### config.mk
export PLATFORM = sky130hd
export DESIGN_NAME = if_id_hazard_reg_flat
export DESIGN_NICKNAME = d
export VERILOG_FILES = /design/src/rtl/if_id_hazard_reg_if.sv /design/src/rtl/if_id_hazard_reg.sv /design/src/flat_wrapper.sv
export SDC_FILE = /design/constraint.sdc
export NUM_CORES = 1
export LEC_CHECK = 0
export BUFFER_PORTS_ARGS = -buffer_cell sky130_fd_sc_hd__buf_2
export CAP_MARGIN = 30
export CORE_MARGIN = 2
export CORE_UTILIZATION = 52
export DETAILED_ROUTE_END_ITERATION = 10
export PLACE_DENSITY = 0.86
export SETUP_SLACK_MARGIN = 0.02
export SLEW_MARGIN = 20
export SYNTH_ARGS = -nofsm -noshare
export SYNTH_HDL_FRONTEND = slang
export SYNTH_SLANG_ARGS = --single-unit
### constraint.sdc
create_clock -name clock -period 7.2 [get_ports clock]
set_input_delay 1.44 -clock clock [delete_from_list [all_inputs] [get_ports clock]]
set_output_delay 1.44 -clock clock [all_outputs]
set_load 0.02 [all_outputs]
### src/rtl/if_id_hazard_reg_if.sv
// IF/ID boundary bundle: fetch-side inputs, ID/EX hazard sideband, and decode-side outputs.
interface if_id_hazard_reg_if #(
  parameter int PC_W    = 7,
  parameter int INSTR_W = 32,
  parameter int CNT_W   = 16
);
  logic [PC_W-1:0]    pcIn;
  logic [INSTR_W-1:0] instructionIn;
  logic               branchTaken;
  logic               idExMemRead;
  logic [4:0]         idExRegisterTarget;
  logic [PC_W-1:0]    pcOut;
  logic [INSTR_W-1:0] instructionOut;
  logic               validOut;
  logic               pcWrite;
  logic               bubble;
  logic [CNT_W-1:0]   stallCount;
  logic [CNT_W-1:0]   flushCount;

  modport master (
    output pcIn, instructionIn, branchTaken, idExMemRead, idExRegisterTarget,
    input  pcOut, instructionOut, validOut, pcWrite, bubble, stallCount, flushCount
  );

  modport slave (
    input  pcIn, instructionIn, branchTaken, idExMemRead, idExRegisterTarget,
    output pcOut, instructionOut, validOut, pcWrite, bubble, stallCount, flushCount
  );
endinterface

### src/rtl/if_id_hazard_reg.sv
// IF/ID register, 1-cycle fetch->decode; load-use hazard holds the stage and requests a bubble,
// and a taken branch squashes the held instruction and overrides any stall.
module if_id_hazard_reg #(
  parameter int PC_W    = 7,
  parameter int INSTR_W = 32,
  parameter int CNT_W   = 16
) (
  input  logic                clock,
  input  logic                reset,
  if_id_hazard_reg_if.slave   bus
);

  typedef enum logic {RUN, STALL} mode_t;

  logic [PC_W-1:0]    pcQ;
  logic [INSTR_W-1:0] instrQ;
  logic               validQ;
  logic [CNT_W-1:0]   stallQ;
  logic [CNT_W-1:0]   flushQ;

  logic [5:0] opcode;
  logic [4:0] rs;
  logic [4:0] rt;
  logic       usesRt;
  logic       hazard;
  mode_t      mode;

  // Only R-type, sw and the two compare branches read rt; elsewhere rt is a destination.
  always_comb begin
    opcode = instrQ[31:26];
    rs     = instrQ[25:21];
    rt     = instrQ[20:16];
    usesRt = (opcode == 6'h00) || (opcode == 6'h2B) ||
             (opcode == 6'h04) || (opcode == 6'h05);
    hazard = validQ && bus.idExMemRead && (bus.idExRegisterTarget != 5'd0) &&
             ((rs == bus.idExRegisterTarget) ||
              (usesRt && (rt == bus.idExRegisterTarget)));
  end

  // The pipeline registers themselves carry the stall; the mode is decided fresh each cycle.
  always_comb begin
    mode = RUN;
    if (!reset && hazard && !bus.branchTaken) begin
      mode = STALL;
    end
  end

  always_comb begin
    bus.pcWrite = (mode == RUN);
    bus.bubble  = (mode == STALL);
  end

  always_ff @(posedge clock) begin
    if (reset) begin
      pcQ    <= '0;
      instrQ <= '0;
      validQ <= 1'b0;
      stallQ <= '0;
      flushQ <= '0;
    end else if (bus.branchTaken) begin
      pcQ    <= bus.pcIn;
      instrQ <= '0;
      validQ <= 1'b0;
      if (flushQ != {CNT_W{1'b1}}) begin
        flushQ <= flushQ + 1'b1;
      end
    end else if (mode == STALL) begin
      if (stallQ != {CNT_W{1'b1}}) begin
        stallQ <= stallQ + 1'b1;
      end
    end else begin
      pcQ    <= bus.pcIn;
      instrQ <= bus.instructionIn;
      validQ <= 1'b1;
    end
  end

  assign bus.pcOut          = pcQ;
  assign bus.instructionOut = instrQ;
  assign bus.validOut       = validQ;
  assign bus.stallCount     = stallQ;
  assign bus.flushCount     = flushQ;

endmodule

### src/flat_wrapper.sv
// flat-port wrapper written by rule: the top's interface ports become plain ports
module if_id_hazard_reg_flat 
#(
  parameter int PC_W    = 7,
  parameter int INSTR_W = 32,
  parameter int CNT_W   = 16
)
  (clock, reset, bus_pcIn, bus_instructionIn, bus_branchTaken, bus_idExMemRead, bus_idExRegisterTarget, bus_pcOut, bus_instructionOut, bus_validOut, bus_pcWrite, bus_bubble, bus_stallCount, bus_flushCount);
  if_id_hazard_reg_if #(.PC_W(PC_W), .INSTR_W(INSTR_W), .CNT_W(CNT_W)) bus_i ();
  input  logic clock;
  input  logic reset;
  input wire logic [$bits(bus_i.pcIn)-1:0] bus_pcIn;
  input wire logic [$bits(bus_i.instructionIn)-1:0] bus_instructionIn;
  input wire logic [$bits(bus_i.branchTaken)-1:0] bus_branchTaken;
  input wire logic [$bits(bus_i.idExMemRead)-1:0] bus_idExMemRead;
  input wire logic [$bits(bus_i.idExRegisterTarget)-1:0] bus_idExRegisterTarget;
  output wire logic [$bits(bus_i.pcOut)-1:0] bus_pcOut;
  output wire logic [$bits(bus_i.instructionOut)-1:0] bus_instructionOut;
  output wire logic [$bits(bus_i.validOut)-1:0] bus_validOut;
  output wire logic [$bits(bus_i.pcWrite)-1:0] bus_pcWrite;
  output wire logic [$bits(bus_i.bubble)-1:0] bus_bubble;
  output wire logic [$bits(bus_i.stallCount)-1:0] bus_stallCount;
  output wire logic [$bits(bus_i.flushCount)-1:0] bus_flushCount;
  assign bus_i.pcIn = bus_pcIn;
  assign bus_i.instructionIn = bus_instructionIn;
  assign bus_i.branchTaken = bus_branchTaken;
  assign bus_i.idExMemRead = bus_idExMemRead;
  assign bus_i.idExRegisterTarget = bus_idExRegisterTarget;
  assign bus_pcOut = bus_i.pcOut;
  assign bus_instructionOut = bus_i.instructionOut;
  assign bus_validOut = bus_i.validOut;
  assign bus_pcWrite = bus_i.pcWrite;
  assign bus_bubble = bus_i.bubble;
  assign bus_stallCount = bus_i.stallCount;
  assign bus_flushCount = bus_i.flushCount;
  if_id_hazard_reg #(.PC_W(PC_W), .INSTR_W(INSTR_W), .CNT_W(CNT_W)) u_core (.clock(clock), .reset(reset), .bus(bus_i));
endmodule
==> flow_summary.yaml, run 1 <==
worst_setup_path:
  worstSetupEndpointType: "output port"
  r2r_start: "u_core.bus.instructionOut[20]$_SDFFE_PP0N_"
  crit_path_top_delay_cell: "buf_2"
  required_ns: 5.76
  reg2reg_slack_ns: 4.59
  r2r.worst_path.cells: 9
  cp_cell_sequence: "buf_2 -> or2_1 -> buf_4 -> clkinv_2 -> o2111a_1 -> o2111ai_1 -> and2_1 -> buf_4 -> inv_2 -> buf_4 -> buf_2"
  crit_type: "input port to output port"
  r2r-end: "u_core.bus.stallCount[5]$_SDFFE_PP0P_"
  start_kind: "input port"
  arrival_ns: 4.06
  crit_family: "buffers and inverters"
  cp_num_buf_inv: 7
  cpPeakStageDelay_ns: 0.63
  critPathMaxFanout: 51
  crit_top_cell: "buf_4"
min_path:
  hp-class: "flip-flop to flip-flop"
  hold_end: "u_core.bus.pcOut[5]$_SDFFE_PP0P_"
  min_path_cells: 2
  holdCritStartpoint: "u_core.bus.pcOut[5]$_SDFFE_PP0P_"
clock_network:
  clock_path_buffers: 2
  cts_hold_buf: 0
  path_clk_slew_ns: 0.07
  cts_tree: "yes"
  cts-htree-levels: 3
  cts_resized: 0
  clock-sinks: 72
  root_buffer: "clkbuf_8"
  postCtsSetupRepairBufs: 0
  cts_buffers: 9
  clk_latency_ns: 0.34
drt:
  viasPerCell: 5.26
  drc: 0
  wl_per_cell_um: 13.8
  drt.antenna.violating_nets: 0
  drt_iter0_drc: 97
  first_pass_iters: 4
  routed_wl_mm: 7.43
  vias: 2829
synth:
  synthFlopType: "dfxtp_1"
  yosys.cell_types.count: 40
  synth_seq_cells: 72
  syn_inst: 341
  yosysSeqAreaShare_pct: 45.4
  synth_enable_flop_cells: 0
  async_flop_share_pct: 0
  synth_area_per_cell_um2: 9.31
  synth.net_count: 391
  syn_area_um2: 3180
  yosys_warnings: 0
die:
  core_um2: 5920
  start_util_pct: 53.6
  std_cell_rows: 28
  die-area_um2: 6750
  die_w_um: 82.1
  io_pins: 122
  die_y_um: 82.1
finish:
  n_antenna_cell: 0
  layout-drive-gt1-share_pct: 31.1
  final_cells: 538
  fill_cells: 495
  final-seq-area_um2: 1440
  nets: 508
  postLayoutCellArea_um2: 3990
  multi_input_area_um2: 1610
  areaGrowthSynthToFinish_pct: 25.7
sta:
  finClkSkew_ns: 0.0154
  fin_crit_sh_pct: 76.4
  setup_slack_ns: 1.70
  grt_setup_unrepaired: "no"
  whs_ns: 0.499
  setup_viol: 0
  finalHoldViolations: 0
  slew_viol_final: 0
  setup_tns_ns: 0
  fmax_mhz: 182
  period_minus_slack_ns: 5.50
  maxSlewHeadroom_pct: 44.6
  worst_pin_slew_ns: 0.831
global_route:
  grt.total_usage_pct: 22.1
  grt_max_degree: 52
  grt_overflow: 0
  antenna_found_initial: 0
  grt_pass1_wl_mm: 11.4
  grt_pass1_vias: 2650
power:
  p_int_uw: 597
  irDropWorstVdd_mv: 0.154
  p_leak_uw: 0.00187
  p_per_area_nw_per_um2: 200
  p_clk_share_pct: 39.2
  swShare_pct: 25.2
  seqPwrFrac_pct: 52.3
  p_sw_uw: 201
  pwr-share-comb_pct: 8.5
placed_design:
  dp_hpwl_mm: 5.44
  port_buffers: 121
  dp_cells: 522
  dpl_cell_area_um2: 3790
  gp_congestion: 0.825
  dp_slack_ns: 1.69
run:
  maxCapViolCount: 0
outcome:
  status: "finished clean"
## through the flow
step	util, %	power (uW)
after detailed placement	64.1	495
after CTS	67.4	806
after floorplan	-	464
final	67.4	798
after global routing	67.4	834
after global placement	64.1	492
## area by class of cell
class / count / area share, %
multi-input cells: 246 / 40.4
flip-flops and latches: 72 / 36.1
repair buffers: 124 / 15.7
clock buffers: 9 / 3.10
well taps: 75 / 2.35
clock inverters: 7 / 1.82
inverters: 5 / 0.502
## synth_stat cells, types with 2 or more instances
library cell / count / area [um2]
o21ai_0: 2 / 10.0
and4_1: 4 / 35.0
nand4_1: 12 / 75.1
nand2_1: 10 / 37.5
buf_6: 3 / 33.8
nor2b_1: 11 / 68.8
clkbuf_1: 10 / 37.5
a211oi_1: 2 / 15.0
inv_1: 3 / 11.3
dfxtp_1: 72 / 1440
and3_1: 8 / 50.1
or3_1: 4 / 25.0
nor2_1: 69 / 259
or4_1: 2 / 15.0
mux2i_1: 40 / 400
o21ai_1: 3 / 15.0
buf_4: 3 / 22.5
mux2_1: 10 / 113
nor3_1: 9 / 45.0
a31oi_1: 2 / 12.5
nand3_1: 13 / 65.1
ha_1: 2 / 25.0
xor2_1: 19 / 166
nor4_1: 2 / 12.5
and2_1: 3 / 18.8
xnor2_1: 4 / 35.0
a21oi_1: 6 / 30.0
## power by group through the flow
stage | Clock [uW] | Combinational (uW) | Sequential [uW]
final | 313 | 68.0 | 417
after global routing | 341 | 74.3 | 419
after CTS | 320 | 68.7 | 417
after detailed placement | 0 | 68.5 | 426
after global placement | 0 | 66.0 | 426
after floorplan | 0 | 25.3 | 438
## metal layers
metal  part of all wire (%)  GRT usage [%]  vias to the layer above
met1                     40           24.8                     1355
met2                     55           39.7                       57
met3                    3.8           5.11                        8
li1                       -              -                     1409
met4                    1.3           10.0                        0
met5                      0              0                        -
## worst reg2reg max path, cell delays in order (launching register included)
cell       delay, ns
dfxtp_1         0.34
xor2_1          0.17
nor4_1          0.30
o2111ai_1       0.14
and2_1          0.18
buf_4           0.23
inv_2           0.09
buf_4           0.47
and3_1          0.26
mux2_1          0.32
## kinds of logic (layout without fill, tap and decap cells)
logic type                 after synthesis  count (layout)  share of synthesized area, %
xor gates and xnor gates                23              23                          6.34
AOI/OAI and AO/OA                       19              19                          3.70
and+or+nand+nor                        151             151                          23.3
buffers and inverters                   23             145                          3.86
muxes                                   51              51                          16.6
adders and majority gates                2               2                         0.788
DFF                                     72              72                          45.4
## worst max path at each step
stage                               from     endpoint  slack [ns]  cells after the start
2_1_floorplan  bus_idExRegisterTarget[0]  bus_pcWrite        2.93                      7
3_3_place_gp                       reset   bus_bubble        1.76                     11
3_5_place_dp                       reset   bus_bubble        1.69                     11
4_1_cts                            reset   bus_bubble        1.68                     11
5_1_grt                            reset   bus_bubble        1.47                     11
6_report                           reset   bus_bubble        1.70                     11
## flip-flops by register name, indices dropped and copies added (netlist names)
name                       cells
u_core.bus.instructionOut     32
u_core.bus.stallCount         16
u_core.bus.validOut            1
u_core.bus.pcOut               7
u_core.bus.flushCount         16
## cells in the final DEF (no fill, tap or decap), types with 2 or more instances in the layout
master,netlist,final
o21ai_1,3,3
a21oi_1,6,6
nand2_1,10,10
a31oi_1,2,2
nand3_1,13,13
o21ai_0,2,2
mux2_1,10,10
ha_1,2,2
xnor2_1,4,4
nor4_1,2,2
clkinv_2,1,3
nor2_1,69,69
a211oi_1,2,2
clkinvlp_4,0,2
inv_1,3,3
dfxtp_1,72,72
and4_1,4,4
and3_1,8,8
nor2b_1,11,11
nand4_1,12,12
mux2i_1,40,40
or3_1,4,4
nor3_1,9,9
xor2_1,19,19
and2_1,3,3
clkinv_4,0,2
clkbuf_8,0,9
buf_4,3,3
or4_1,2,2
buf_2,1,121
No activity file was read; power rests on OpenSTA's default activity.
==> run 2: changes to the inputs <==
Settings changed: CORE_UTILIZATION 52 to 49, PLACE_DENSITY 0.86 to 0.82.
Clock period 7.2 ns to 5.6 ns, I/O delays scaled along.
==> run 2 against run 1 <==
  * First-iteration DRC count grew 29%
  * Sequential power increased by 29%
  * Worst setup slack got worse by 0.53 ns
  * Cell area shrank 0.53%
  * Routed wire length is 1.9% lower
  * Clock skew decreased by 0.0061 ns
  * Register-to-register slack worse by 1.6 ns
  * Global-route usage down 1.7 points
  * Final cell count grew 0.37%
  * Clock power up 14%
  * Core utilization down 4.5 points
  * Critical path depth fell by 2
==> flow_summary.yaml, run 2 (synthesis gave the netlist of run 1 again) <==
drt:
  viasPerCell: 5.24
  drt.antenna.violating_nets: 0
  vias: 2829
  wl_per_cell_um: 13.5
  routed_wl_mm: 7.29
  drc: 0
  drt_iter0_drc: 125
  first_pass_iters: 4
worst_setup_path:
  arrival_ns: 3.32
  crit_type: "input port to output port"
  required_ns: 4.48
  critPathMaxFanout: 36
  worstSetupEndpointType: "output port"
  r2r.worst_path.cells: 7
  start_kind: "input port"
global_route:
  grt_max_degree: 51
  antenna_found_initial: 0
  grt_pass1_vias: 2614
  grt_pass1_wl_mm: 11.9
  grt.total_usage_pct: 20.4
  grt_overflow: 0
finish:
  nets: 508
  postLayoutCellArea_um2: 3970
  fill_cells: 564
  multi_input_area_um2: 1610
  final_common_cell: "buf_2"
  final_cells: 540
  areaGrowthSynthToFinish_pct: 25.0
  layout_common_cells: "buf_2 (121), dfxtp_1 (72), nor2_1 (69), mux2i_1 (40), xor2_1 (19)"
  final-seq-area_um2: 1440
  layout-drive-gt1-share_pct: 31.1
  n_antenna_cell: 0
  largest_reg_flops: 32
run:
  maxCapViolCount: 0
clock_network:
  path_clk_slew_ns: 0.07
  cts-htree-levels: 3
  clk_latency_ns: 0.33
  clock_path_buffers: 2
  cts_resized: 0
  cts_hold_buf: 0
  cts_buffers: 9
  postCtsSetupRepairBufs: 0
  cts_tree: "yes"
  clock-sinks: 72
  root_buffer: "clkbuf_8"
sta:
  fmax_mhz: 225
  finalHoldViolations: 0
  finClkSkew_ns: 0.00931
  setup_viol: 0
  slew_viol_final: 0
  maxSlewHeadroom_pct: 39.0
  setup_tns_ns: 0
  setup_slack_ns: 1.16
  worst_pin_slew_ns: 0.914
  grt_setup_unrepaired: "no"
  fin_crit_sh_pct: 79.2
  period_minus_slack_ns: 4.44
min_path:
  min_path_cells: 2
  hp-class: "flip-flop to flip-flop"
placed_design:
  dpl_cell_area_um2: 3800
  dp_cells: 524
  dp_slack_ns: 1.15
  gp_congestion: 0.896
  port_buffers: 121
  dp_hpwl_mm: 5.30
power:
  swShare_pct: 25.4
  seqPwrFrac_pct: 54.6
  irDropWorstVdd_mv: 0.154
  p_sw_uw: 249
  p_int_uw: 732
  p_clk_share_pct: 36.4
  pwr-share-comb_pct: 8.9
  p_per_area_nw_per_um2: 247
  p_leak_uw: 0.00186
die:
  start_util_pct: 50.3
  core_um2: 6310
  std_cell_rows: 29
  die-area_um2: 7140
  io_pins: 122
  die_y_um: 84.5
  die_w_um: 84.5
outcome:
  status: "finished clean"
run 2: changes by cell type in the layout (fill, tap and decap cells not counted):
| cell | previous run | this run |
|---|---|---|
| clkinv_2 | 3 | 5 |
| clkinv_4 | 2 | 0 |
| bufinv_16 | 1 | 0 |
| clkbuf_8 | 9 | 10 |
run 2: cell type report:
class,instances,share of cell area [%]
clock inverter,6,0.882
sequential,72,36.3
timing repair buffer,124,15.8
inverter,5,0.504
tap,77,2.43
clock buffer,10,3.47
multi-input combinational,246,40.6
run 2: worst paths after layout:
check | slack [ns] | startpoint | to
worst min register to register | 0.49 | u_core.bus.instructionOut[4]$_SDFFE_PP0N_ | u_core.bus.instructionOut[4]$_SDFFE_PP0N_
worst min-delay path | 0.49 | u_core.bus.instructionOut[4]$_SDFFE_PP0N_ | u_core.bus.instructionOut[4]$_SDFFE_PP0N_
worst max register to register | 3.01 | u_core.bus.instructionOut[28]$_SDFFE_PP0N_ | u_core.bus.stallCount[5]$_SDFFE_PP0P_
worst max-delay path | 1.16 | bus_branchTaken | bus_bubble
run 2: power by group through the flow:
stage	Sequential (uW)	Clock [uW]	Combinational, uW
2_1_floorplan	564	0	32.5
3_3_place_gp	547	0	85.5
3_5_place_dp	548	0	88.1
4_1_cts	536	369	88.5
5_1_grt	538	395	96.2
6_report	536	357	87.5
run 2: through the flow:
stage | power (uW) | util [%] | hold WS, ns
finish | 981 | 62.9 | 0.493
floorplan | 596 | - | 0.570
global route | 1030 | 62.9 | 0.531
detailed placement | 636 | 60.1 | 0.479
global placement | 633 | 60.1 | 0.469
CTS | 994 | 62.9 | 0.497
run 2: worst max-delay path, cell delays in order:
cell,delay [ns]
buf_2,0.14
or2_1,0.21
buf_4,0.23
clkinv_2,0.08
o2111a_1,0.21
o2111ai_1,0.12
and2_1,0.20
inv_2,0.66
buf_2,0.30
run 2: layer usage:
layer  GRT usage [%]  up-vias  wire length, um
met5               0        -                0
met3            5.21       10              360
met2            34.4       85             3760
li1                -     1403                -
met4            8.95        0              115
met1            24.6     1331             3050
